===== src/rtl/mac_job_sequencer_if.sv =====
// Host-side channels of the MAC job sequencer: the command, the operand
// stream and the result, each with a valid/ready handshake.
interface mac_job_sequencer_if #(
  parameter int DEPTH = 16
);
  logic                     cmd_valid;
  logic                     cmd_ready;
  logic [$clog2(DEPTH):0]   cmd_len;
  logic                     op_valid;
  logic                     op_ready;
  logic [7:0]               op_a;
  logic [7:0]               op_b;
  logic                     res_valid;
  logic                     res_ready;
  logic [15:0]              res_data;
  logic [1:0]               res_status;

  // Job producer / result consumer side
  modport master (
    output cmd_valid, cmd_len, op_valid, op_a, op_b, res_ready,
    input  cmd_ready, op_ready, res_valid, res_data, res_status
  );

  // Sequencer side
  modport slave (
    input  cmd_valid, cmd_len, op_valid, op_a, op_b, res_ready,
    output cmd_ready, op_ready, res_valid, res_data, res_status
  );
endinterface


===== src/rtl/mac_job_sequencer.sv =====
// Job controller for the error-checked 8x8 MAC datapath. A job is buffered,
// issued one operand pair per cycle after a MAC clear, checked for datapath
// errors once the MAC pipeline has drained, and replayed from the buffer on
// error up to MAX_RETRY times before the result is reported.
module mac_job_sequencer #(
  parameter int DEPTH     = 16,
  parameter int MAC_LAT   = 2,
  parameter int MAX_RETRY = 2
) (
  input  logic                  clk,
  input  logic                  rst,
  mac_job_sequencer_if.slave    host,
  output logic                  mac_clr,
  output logic                  mac_en,
  output logic [7:0]            mac_a,
  output logic [7:0]            mac_b,
  input  logic [15:0]           mac_acc,
  input  logic                  mac_err,
  output logic                  busy
);

  localparam int AW = $clog2(DEPTH);
  localparam int LW = AW + 1;
  localparam int DW = (MAC_LAT > 1) ? $clog2(MAC_LAT) : 1;
  localparam int TW = (MAX_RETRY > 0) ? $clog2(MAX_RETRY + 1) : 1;

  localparam logic [1:0] ST_OK      = 2'b00;
  localparam logic [1:0] ST_RETRIED = 2'b01;
  localparam logic [1:0] ST_FAILED  = 2'b10;
  localparam logic [1:0] ST_BAD_CMD = 2'b11;

  typedef enum logic [2:0] {
    S_IDLE,
    S_LOAD,
    S_CLEAR,
    S_ISSUE,
    S_DRAIN,
    S_CHECK,
    S_RESULT
  } state_t;

  state_t          state_reg, state_next;
  logic [LW-1:0]   len_reg, len_next;
  logic [LW-1:0]   wr_idx_reg, wr_idx_next;
  logic [LW-1:0]   rd_idx_reg, rd_idx_next;
  logic [DW-1:0]   drain_cnt_reg, drain_cnt_next;
  logic [TW-1:0]   attempt_reg, attempt_next;
  logic            err_seen_reg, err_seen_next;
  logic [15:0]     res_data_reg, res_data_next;
  logic [1:0]      res_status_reg, res_status_next;

  // Operand buffer: one byte lane per operand, each a RAM with registered read.
  logic                wr_en;
  logic [AW-1:0]       wr_addr;
  logic [AW-1:0]       rd_addr;
  logic [1:0][7:0]     lane_wdata;
  logic [1:0][7:0]     lane_rdata;

  assign wr_en         = (state_reg == S_LOAD) && host.op_valid;
  assign wr_addr       = wr_idx_reg[AW-1:0];
  // Reading at the next index makes buf[rd_idx] appear exactly while issuing it.
  assign rd_addr       = rd_idx_next[AW-1:0];
  assign lane_wdata[0] = host.op_a;
  assign lane_wdata[1] = host.op_b;

  for (genvar gi = 0; gi < 2; gi++) begin : g_lane
    logic [7:0] mem [DEPTH];
    logic [7:0] rd_q;

    // Buffer write on operand handshake; registered read for issue
    always_ff @(posedge clk) begin
      if (wr_en) begin
        mem[wr_addr] <= lane_wdata[gi];
      end
      rd_q <= mem[rd_addr];
    end

    assign lane_rdata[gi] = rd_q;
  end

  // State and counter registers
  always_ff @(posedge clk or posedge rst) begin
    if (rst) begin
      state_reg      <= S_IDLE;
      len_reg        <= '0;
      wr_idx_reg     <= '0;
      rd_idx_reg     <= '0;
      drain_cnt_reg  <= '0;
      attempt_reg    <= '0;
      err_seen_reg   <= 1'b0;
      res_data_reg   <= '0;
      res_status_reg <= '0;
    end else begin
      state_reg      <= state_next;
      len_reg        <= len_next;
      wr_idx_reg     <= wr_idx_next;
      rd_idx_reg     <= rd_idx_next;
      drain_cnt_reg  <= drain_cnt_next;
      attempt_reg    <= attempt_next;
      err_seen_reg   <= err_seen_next;
      res_data_reg   <= res_data_next;
      res_status_reg <= res_status_next;
    end
  end

  // Next-state and counter update for the job sequence
  always_comb begin
    state_next      = state_reg;
    len_next        = len_reg;
    wr_idx_next     = wr_idx_reg;
    rd_idx_next     = rd_idx_reg;
    drain_cnt_next  = drain_cnt_reg;
    attempt_next    = attempt_reg;
    err_seen_next   = err_seen_reg;
    res_data_next   = res_data_reg;
    res_status_next = res_status_reg;

    case (state_reg)
      S_IDLE: begin
        if (host.cmd_valid) begin
          if (host.cmd_len != '0 && host.cmd_len <= LW'(DEPTH)) begin
            len_next     = host.cmd_len;
            wr_idx_next  = '0;
            attempt_next = '0;
            state_next   = S_LOAD;
          end else begin
            res_data_next   = '0;
            res_status_next = ST_BAD_CMD;
            state_next      = S_RESULT;
          end
        end
      end

      S_LOAD: begin
        if (host.op_valid) begin
          wr_idx_next = wr_idx_reg + LW'(1);
          if (wr_idx_reg + LW'(1) == len_reg) begin
            state_next = S_CLEAR;
          end
        end
      end

      S_CLEAR: begin
        err_seen_next = 1'b0;
        rd_idx_next   = '0;
        state_next    = S_ISSUE;
      end

      S_ISSUE: begin
        err_seen_next = err_seen_reg | mac_err;
        rd_idx_next   = rd_idx_reg + LW'(1);
        if (rd_idx_reg == len_reg - LW'(1)) begin
          drain_cnt_next = '0;
          state_next     = S_DRAIN;
        end
      end

      S_DRAIN: begin
        err_seen_next  = err_seen_reg | mac_err;
        drain_cnt_next = drain_cnt_reg + DW'(1);
        if (drain_cnt_reg == DW'(MAC_LAT - 1)) begin
          state_next = S_CHECK;
        end
      end

      S_CHECK: begin
        res_data_next = mac_acc;
        if (!err_seen_reg) begin
          res_status_next = (attempt_reg == '0) ? ST_OK : ST_RETRIED;
          state_next      = S_RESULT;
        end else if (attempt_reg < TW'(MAX_RETRY)) begin
          // Replay the same buffered operands; nothing is re-fetched.
          attempt_next = attempt_reg + TW'(1);
          state_next   = S_CLEAR;
        end else begin
          res_status_next = ST_FAILED;
          state_next      = S_RESULT;
        end
      end

      S_RESULT: begin
        if (host.res_ready) begin
          state_next = S_IDLE;
        end
      end

      default: begin
        state_next = S_IDLE;
      end
    endcase
  end

  // Outputs decode from the state register only (plus registered data).
  assign busy            = (state_reg != S_IDLE);
  assign host.cmd_ready  = (state_reg == S_IDLE);
  assign host.op_ready   = (state_reg == S_LOAD);
  assign host.res_valid  = (state_reg == S_RESULT);
  assign host.res_data   = host.res_valid ? res_data_reg : 16'h0000;
  assign host.res_status = host.res_valid ? res_status_reg : 2'b00;
  assign mac_clr         = (state_reg == S_CLEAR);
  assign mac_en          = (state_reg == S_ISSUE);
  assign mac_a           = mac_en ? lane_rdata[0] : 8'h00;
  assign mac_b           = mac_en ? lane_rdata[1] : 8'h00;

endmodule


===== src/flat_wrapper.sv =====
// flat-port wrapper written by rule: the top's interface ports become plain ports
module mac_job_sequencer_flat 
#(
  parameter int DEPTH     = 16,
  parameter int MAC_LAT   = 2,
  parameter int MAX_RETRY = 2
)
  (clk, rst, mac_clr, mac_en, mac_a, mac_b, mac_acc, mac_err, busy, host_cmd_valid, host_cmd_len, host_op_valid, host_op_a, host_op_b, host_res_ready, host_cmd_ready, host_op_ready, host_res_valid, host_res_data, host_res_status);
  mac_job_sequencer_if #(.DEPTH(DEPTH)) host_i ();
  input  logic clk;
  input  logic rst;
  output logic mac_clr;
  output logic mac_en;
  output logic [7:0] mac_a;
  output logic [7:0] mac_b;
  input  logic [15:0] mac_acc;
  input  logic mac_err;
  output logic busy;
  input wire logic [$bits(host_i.cmd_valid)-1:0] host_cmd_valid;
  input wire logic [$bits(host_i.cmd_len)-1:0] host_cmd_len;
  input wire logic [$bits(host_i.op_valid)-1:0] host_op_valid;
  input wire logic [$bits(host_i.op_a)-1:0] host_op_a;
  input wire logic [$bits(host_i.op_b)-1:0] host_op_b;
  input wire logic [$bits(host_i.res_ready)-1:0] host_res_ready;
  output wire logic [$bits(host_i.cmd_ready)-1:0] host_cmd_ready;
  output wire logic [$bits(host_i.op_ready)-1:0] host_op_ready;
  output wire logic [$bits(host_i.res_valid)-1:0] host_res_valid;
  output wire logic [$bits(host_i.res_data)-1:0] host_res_data;
  output wire logic [$bits(host_i.res_status)-1:0] host_res_status;
  assign host_i.cmd_valid = host_cmd_valid;
  assign host_i.cmd_len = host_cmd_len;
  assign host_i.op_valid = host_op_valid;
  assign host_i.op_a = host_op_a;
  assign host_i.op_b = host_op_b;
  assign host_i.res_ready = host_res_ready;
  assign host_cmd_ready = host_i.cmd_ready;
  assign host_op_ready = host_i.op_ready;
  assign host_res_valid = host_i.res_valid;
  assign host_res_data = host_i.res_data;
  assign host_res_status = host_i.res_status;
  mac_job_sequencer #(.DEPTH(DEPTH), .MAC_LAT(MAC_LAT), .MAX_RETRY(MAX_RETRY)) u_core (.clk(clk), .rst(rst), .host(host_i), .mac_clr(mac_clr), .mac_en(mac_en), .mac_a(mac_a), .mac_b(mac_b), .mac_acc(mac_acc), .mac_err(mac_err), .busy(busy));
endmodule

===== config.mk =====
export PLATFORM = sky130hd
export DESIGN_NAME = mac_job_sequencer_flat
export DESIGN_NICKNAME = d
export VERILOG_FILES = /design/src/rtl/mac_job_sequencer_if.sv /design/src/rtl/mac_job_sequencer.sv /design/src/flat_wrapper.sv
export SDC_FILE = /design/constraint.sdc
export NUM_CORES = 1
export LEC_CHECK = 0
export BUFFER_PORTS_ARGS = -buffer_cell sky130_fd_sc_hd__buf_2
export CORE_MARGIN = 1.5
export CORE_UTILIZATION = 55
export CTS_CLUSTER_DIAMETER = 80
export DETAILED_ROUTE_END_ITERATION = 8
export PLACE_DENSITY = 0.73
export SETUP_SLACK_MARGIN = 0.02
export SLEW_MARGIN = 20
export SYNTH_ARGS = -nofsm -noshare
export SYNTH_HDL_FRONTEND = slang
export SYNTH_SLANG_ARGS = --single-unit

===== constraint.sdc =====
create_clock -name clk -period 8.3 [get_ports clk]
set_clock_uncertainty 0.15 [all_clocks]
set_input_delay 1.66 -clock clk [delete_from_list [all_inputs] [get_ports clk]]
set_output_delay 1.66 -clock clk [all_outputs]
set_load 0.02 [all_outputs]

==> results of run 1 <==
power by group through the flow:
stage	registers [W]	clock network, W	logic [W]
floorplan	0.00197	0	0.00153
global placement	0.00205	0	0.00182
detailed placement	0.00207	0	0.00188
CTS	0.00204	0.00147	0.00189
global route	0.00206	0.00154	0.00203
finish	0.00204	0.00145	0.00188
cells in the mapped netlist (all sizes together) (3+ instances only):
library cell and number:
inv 16, nor3 10, a31oi 3, xor2 5, nand2b 12, mux2i 4, dfxtp 16, nand2 44
nand4 7, nor2b 3, o2111ai 9, nor2 18, a22o 17, o32ai 8, nand3 12, o221a 5
edfxtp 256, and2 21, o21ai 12, buf 19, mux4 50, or3 5, o211ai 7, o32a 13
dfrtp 40, clkbuf 34, xnor2 13, a21oi 9, mux2 21, a222oi 12, ha 7, o22ai 3
and3 18
worst max-delay path by stage:
stage | start | endpoint | slack (ns) | depth (start not counted)
3_5_place_dp | u_core.state_reg[1] | u_core.g_lane[0].rd_q[5] | 4.41 | 7
5_1_grt | u_core.state_reg[1] | mac_a[5] | 3.84 | 4
4_1_cts | u_core.state_reg[1] | mac_b[1] | 4.00 | 4
2_1_floorplan | host_op_valid | u_core.g_lane[0].mem[3][0] | 4.52 | 4
6_report | u_core.state_reg[1] | mac_a[5] | 4.00 | 4
3_3_place_gp | host_op_valid | u_core.g_lane[0].mem[7][1] | 4.60 | 4
routing by layer:
metal | vias up | GRT usage (%)
met2 | 290 | 40.3
met3 | 50 | 3.25
li1 | 3226 | -
met4 | 0 | 8.53
met1 | 3668 | 31.1
met5 | - | 0
critical path: stages (launching register included):
cell     delay (ns)
dfrtp_1        0.68
and2b_2        0.28
buf_4          0.47
and3_1         0.29
buf_2          0.19
area by class of cell:
type	instances	area share, %
repair buffers	108	4.13
flip-flops and latches	312	61.4
inverters	16	0.409
clock inverters	24	1.96
clock buffers	34	5.36
well taps	313	2.67
multi-input cells	379	24.1
per-stage QoR:
stage	std cells	total power, W	utilization, %
4_1_cts	1186	0.00540	64.4
5_1_grt	1186	0.00563	64.4
3_5_place_dp	1128	0.00395	59.7
6_report	1186	0.00537	64.4
2_1_floorplan	760	0.00350	-
3_3_place_gp	1128	0.00387	59.7
cells by family after synthesis:
family / after synthesis / synth area share, %
and+or+nand+nor: 163 / 6.77
DFF: 312 / 70.1
muxes: 75 / 11.0
buffers and inverters: 69 / 2.64
xor gates and xnor gates: 18 / 1.23
adders and majority gates: 7 / 0.682
AOI/OAI and AO/OA: 116 / 7.51
==> key figures, run 1 <==
Layout
  • Area Overhead vs Synth: 14.3%
  • FILL cells: approximately 1600
  • Area of the multi-input gates: approximately 3500 um2
  • Storage element area: between 9000 and 10000 um2
  • Post-route cell area: between 10000 and 15000 um2
  • Diode count: 0
  • Largest register FFs: roughly 260
  • Nets: ~900
  • Share of layout cells above drive strength 1: ~28%
  • Commonest non-fill, non-tap cells in the layout: edfxtp_1 (256), buf_2 (82), mux4_2 (50)
  • Most common cell after layout, fill and taps aside: edfxtp_1

Clock network
  • CTS buffer count: 31
  • Resized Gates After CTS: 0
  • Clk buf depth: 3
  • Clock Latency Late Sink: between 0.5 and 0.6 ns
  • Worst-path clk slew: roughly 0.060 ns
  • Root buf cell: clkbuf_16
  • H-tree levels: 1
  • TritonCTS clock tree: done
  • Post-CTS Setup Bufs: 0
  • # hold bufs at CTS: 0
  • Sink Count: around 310

Power
  • Sw frac: 33.1%
  • NetSw: 0.00178 W
  • Combinational power share: 35.0%
  • Leak: 5.21 nW
  • P_int: ~0.0036 W
  • Max IR drop VDD: roughly 0.29 mV
  • PD cells: 366 nW/um2
  • Clock power share: 27.0%
  • Sequential power share: 38.0%

Drt
  • Final WL: roughly 28000 um
  • Max layer used: met4
  • Initial DRC count: between 700 and 800
  • Residual DRC: 0
  • First-pass iteration count of the detailed router: 5
  • Met3 WL: 1740 um
  • Met2 wire length: 14000 um
  • Vias per cell: 6.10
  • Met1 WL: between 10000 and 15000 um
  • Via count: 7234
  • Post-DRT Antenna Nets: 0
  • Routed WL per cell: roughly 24 um

Placed design
  • HPWL reported at the end of detailed placement: 15700 um
  • Dpl ws: about 4.4 ns
  • I/O Buffers: 82
  • Dpl cell area: roughly 14000 um2
  • Final GP Congestion: about 0.8

Synthesis
  • FFs w/ async S/R, synth: 12.8%
  • Syn Nets: 810
  • Syn. warnings: 0
  • Post-synth top area share: roughly three fifths
  • EDFF count, synth: ~260
  • Top post-synthesis cells by area: edfxtp_1 (60%), mux4_2 (8.8%), dfrtp_1 (7.8%), dfxtp_1 (2.5%), mux2_2 (1.4%)
  • Ys flop type: edfxtp_1
  • Post-synthesis average cell area: 16.9 um2
  • Post-synth cell types: 66
  • Seq/Total Area, Yosys: a little over two thirds
  • Syn Std Cell Area: about 13000 um2
  • Gate count of the mapped netlist: 760
  • Number of synthesized register bits: around 310
  • Area leader, netlist: edfxtp_1

GRT
  • Number of global-route vias before repair: between 7000 and 8000
  • Antenna violations before repair: 0
  • GRT Util Overall: a little under a quarter
  • Grt total ovfl: 0
  • First-pass GRT wire length: about 42000 um
  • Pin count of the biggest net entering global routing: between 50 and 60

STA
  • Final Cycle Share: 51.8%
  • RSZ-0062 raised after global routing: false
  • Worst slew margin: about a quarter
  • Hold Worst Slack: about 0.34 ns
  • Setup TNS: 0 ns
  • Setup-failing EPs final: 0
  • Final WS setup: between 4 and 5 ns
  • Pins Over Slew Limit: 0
  • Crit path time final: about 4.3 ns
  • Final hold violation count: 0
  • Worst Max-Slew Pin Slew: ~1.1 ns
  • Maximum clock rate: around 230 MHz

Setup path
  • R2R Setup Slk: roughly 4.5 ns
  • Crit. End Element: output pin
  • Required time of the critical path: 6.49 ns
  • Register-to-Register Path Depth: 7
  • CP Data Arrival Time: between 2 and 2.5 ns
  • RR Endpoint: u_core.g_lane[0].rd_q[5]
  • WS Path Type: reg2out
  • R2r startpoint: u_core.state_reg[1]
  • Setup crit start kind: flip-flop
  • CP max FO: 50

Die
  • Cell row count: 55
  • Die area: around 24000 um2
  • Chip height: between 150 and 200 um
  • Io pins: just over 80
  • Initial Util: 56.4%
  • Die Width: about 160 um
  • Core area: ~23000 um2

Hold path
  • Worst Hold Path Cells: 1
  • HP Start: u_core.res_data_reg[7]
  • Hold Path End: u_core.res_data_reg[7]
  • Hold Crit Class: reg2reg

Flow run
  • Max-cap violations: 0

Outcome
  • Status: finished clean
(Power assumes the default switching activity.)
==> run 2: changes to the inputs <==
--- a/config.mk
+++ b/config.mk
@@ -7,10 +7,10 @@
 export LEC_CHECK = 0
 export BUFFER_PORTS_ARGS = -buffer_cell sky130_fd_sc_hd__buf_2
 export CORE_MARGIN = 1.5
-export CORE_UTILIZATION = 55
+export CORE_UTILIZATION = 54
 export CTS_CLUSTER_DIAMETER = 80
 export DETAILED_ROUTE_END_ITERATION = 8
-export PLACE_DENSITY = 0.73
+export PLACE_DENSITY = 0.75
 export SETUP_SLACK_MARGIN = 0.02
 export SLEW_MARGIN = 20
 export SYNTH_ARGS = -nofsm -noshare
==> constraint.sdc (replaced) <==
create_clock -name clk -period 3.5 [get_ports clk]
set_clock_uncertainty 0.15 [all_clocks]
set_input_delay 0.7 -clock clk [delete_from_list [all_inputs] [get_ports clk]]
set_output_delay 0.7 -clock clk [all_outputs]
set_load 0.02 [all_outputs]
==> run 2 against run 1 <==
  * Clock-buffer cell count increased by 8
  * Sequential share of layout area down 0.60 points
  * Sequential cell count unchanged
  * Worst setup slack got worse by 3.8 ns
  * Core utilization is 1.1 points lower
  * Critical path type unchanged
  * Highest routed layer unchanged
==> key figures, run 2 (same netlist as run 1, synthesis figures left out) <==
GRT
  • First-pass GRT wire length: 43900 um (was 42300 um)
  • GRT Util Overall: 24.1% (was 23.6%)
  • Antenna violations before repair: 0 (unchanged)
  • Grt total ovfl: 0 (unchanged)
  • Number of global-route vias before repair: 7443 (was 7224)
  • Pin count of the biggest net entering global routing: 52 (was 51)

Layout
  • Largest register FFs: 256 (unchanged)
  • Nets: 919 (was 898)
  • Diode count: 0 (unchanged)
  • Area Overhead vs Synth: 15.4% (was 14.3%)
  • Area of the multi-input gates: 3560 um2 (was 3530 um2)
  • FILL cells: 1704 (was 1558)
  • Most common cell after layout, fill and taps aside: edfxtp_1 (unchanged)
  • Storage element area: 9010 um2 (unchanged)
  • Post-layout util: 63.3% (was 64.4%)
  • Commonest non-fill, non-tap cells in the layout: edfxtp_1 (256), buf_2 (82), mux4_2 (50) (unchanged)
  • Final Non-Filler Cells: 1212 (was 1186)
  • Share of layout cells above drive strength 1: 30.2% (was 27.8%)

Placed design
  • Final GP Congestion: 0.790 (was 0.797)
  • Placed Cells: 1155 (was 1128)
  • I/O Buffers: 82 (unchanged)
  • HPWL reported at the end of detailed placement: 17100 um (was 15700 um)

Power
  • PD cells: 858 nW/um2 (was 366 nW/um2)
  • P_int: 0.00846 W (was 0.00359 W)
  • Combinational power share: 36.8% (was 35.0%)
  • Sequential power share: 37.6% (was 38.0%)
  • NetSw: 0.00425 W (was 0.00178 W)
  • Leak: 5.28 nW (was 5.21 nW)
  • Sw frac: 33.5% (was 33.1%)
  • Max IR drop VDD: 0.640 mV (was 0.287 mV)
  • Clock power share: 25.6% (was 27.0%)
  • Overall power: 0.0127 W (was 0.00537 W)

Setup path
  • Register-to-Register Path Depth: 6 (was 7)
  • R2r startpoint: u_core.state_reg[0] (was u_core.state_reg[1])
  • CP Data Arrival Time: 2.44 ns (was 2.49 ns)
  • RR Endpoint: u_core.g_lane[0].rd_q[1] (was u_core.g_lane[0].rd_q[5])
  • CP max stage delay: 0.63 ns (was 0.68 ns)
  • Crit. End Element: output pin (unchanged)
  • Critical Path, Cell by Cell: inv_2 > and3_1 > and2_1 > buf_2 (was and2b_2 > buf_4 > and3_1 > buf_2)
  • CP max FO: 20 (was 50)
  • Required time of the critical path: 2.65 ns (was 6.49 ns)
  • CP max stage cell: dfrtp_1 (unchanged)
  • R2R Setup Slk: 0.67 ns (was 4.46 ns)
  • WS Path Type: reg2out (unchanged)
  • Setup crit start kind: flip-flop (unchanged)

STA
  • Setup TNS: 0 ns (unchanged)
  • RSZ-0062 raised after global routing: false (unchanged)
  • Maximum clock rate: 304 MHz
  • Hold Worst Slack: 0.198 ns (was 0.343 ns)
  • Final Cycle Share: between 90% and 100%
  • Crit path time final: 3.29 ns
  • Final hold violation count: 0 (unchanged)
  • Pins Over Slew Limit: 0 (unchanged)
  • Worst Max-Slew Pin Slew: 0.932 ns (was 1.13 ns)
  • Worst slew margin: 37.8% (was 24.1%)
  • Setup-failing EPs final: 0 (unchanged)

Clock network
  • Resized Gates After CTS: 0 (unchanged)
  • H-tree levels: 1 (unchanged)
  • TritonCTS clock tree: done (unchanged)
  • Sink Count: 312 (unchanged)
  • Worst-path clk slew: 0.06 ns (about the same)
  • Clk buf depth: 3 (unchanged)
  • Clock Latency Late Sink: 0.57 ns (was 0.58 ns)
  • CTS buffer count: 31 (unchanged)
  • Post-CTS Setup Bufs: 0 (unchanged)
  • # hold bufs at CTS: 0 (unchanged)
  • Root buf cell: clkbuf_16 (unchanged)

Hold path
  • Hold Crit Class: in2async (was reg2reg)

Drt
  • Post-DRT Antenna Nets: 0 (unchanged)
  • Final WL: 28700 um (was 28000 um)
  • Vias per cell: 6.12 (was 6.10)
  • First-pass iteration count of the detailed router: 5 (unchanged)
  • Routed WL per cell: 23.7 um (was 23.6 um)
  • Residual DRC: 0 (unchanged)
  • Initial DRC count: 705 (was 734)
  • Via count: 7414 (was 7234)

Flow run
  • Max-cap violations: 0 (unchanged)

Die
  • Die area: 24700 um2 (was 24300 um2)
  • Io pins: 83 (unchanged)
  • Core area: 23400 um2 (was 22800 um2)
  • Cell row count: 56 (was 55)
  • Initial Util: 54.9% (was 56.4%)
  • Chip height: 157 um (was 156 um)
  • Die Width: 157 um (was 156 um)

Outcome
  • Status: finished clean (unchanged)
-- run 2: final cells by class --
type / count / area share, %
Multi-Input combinational cell: 379 / 24.0
Tap cell: 319 / 2.69
Inverter: 16 / 0.405
Clock inverter: 15 / 1.10
Clock buffer: 42 / 5.65
Sequential cell: 312 / 60.8
Timing Repair Buffer: 129 / 5.32
-- run 2: worst max-delay path: cells and delay by family (launching register included) --
kind	cells	cell delay [ns]
flops	1	0.63
buf+inv	2	0.50
simple gates	2	0.76
-- run 2: how the worst max path moves through the flow --
stage | start | endpoint | cells after the start
global route | u_core.state_reg[0] | host_res_data[11] | 4
global placement | host_cmd_len[0] | u_core.len_reg[1] | 5
detailed placement | u_core.state_reg[0] | u_core.g_lane[0].rd_q[1] | 6
floorplan | u_core.state_reg[1] | u_core.g_lane[0].mem[7][0] | 7
finish | u_core.state_reg[0] | host_res_data[14] | 4
CTS | u_core.state_reg[0] | host_res_data[14] | 4
-- run 2: per-stage QoR --
| step | setup slack [ns] | instance area, um2 |
|---|---|---|
| final | 0.207 | 14800 |
| after global routing | 0.0254 | 14800 |
| after CTS | 0.192 | 14800 |
| after detailed placement | 0.691 | 13800 |
| after global placement | 0.743 | 13800 |
| after floorplan | 0.337 | 12900 |
-- run 2: power by group through the flow --
| stage | logic (W) | clock network [W] | registers [W] |
|---|---|---|---|
| after global placement | 0.00460 | 0 | 0.00483 |
| after floorplan | 0.00364 | 0 | 0.00466 |
| after CTS | 0.00470 | 0.00330 | 0.00477 |
| after detailed placement | 0.00466 | 0 | 0.00485 |
| final | 0.00468 | 0.00325 | 0.00478 |
| after global routing | 0.00511 | 0.00345 | 0.00482 |
-- run 2: metal layers --
metal | share of wire, % | global-route usage (%) | up-vias
li1 | - | - | 3261
met1 | 41 | 33.6 | 3793
met2 | 49 | 37.7 | 298
met3 | 7.3 | 5.34 | 62
met4 | 3.0 | 8.63 | 0
met5 | 0 | 0 | -
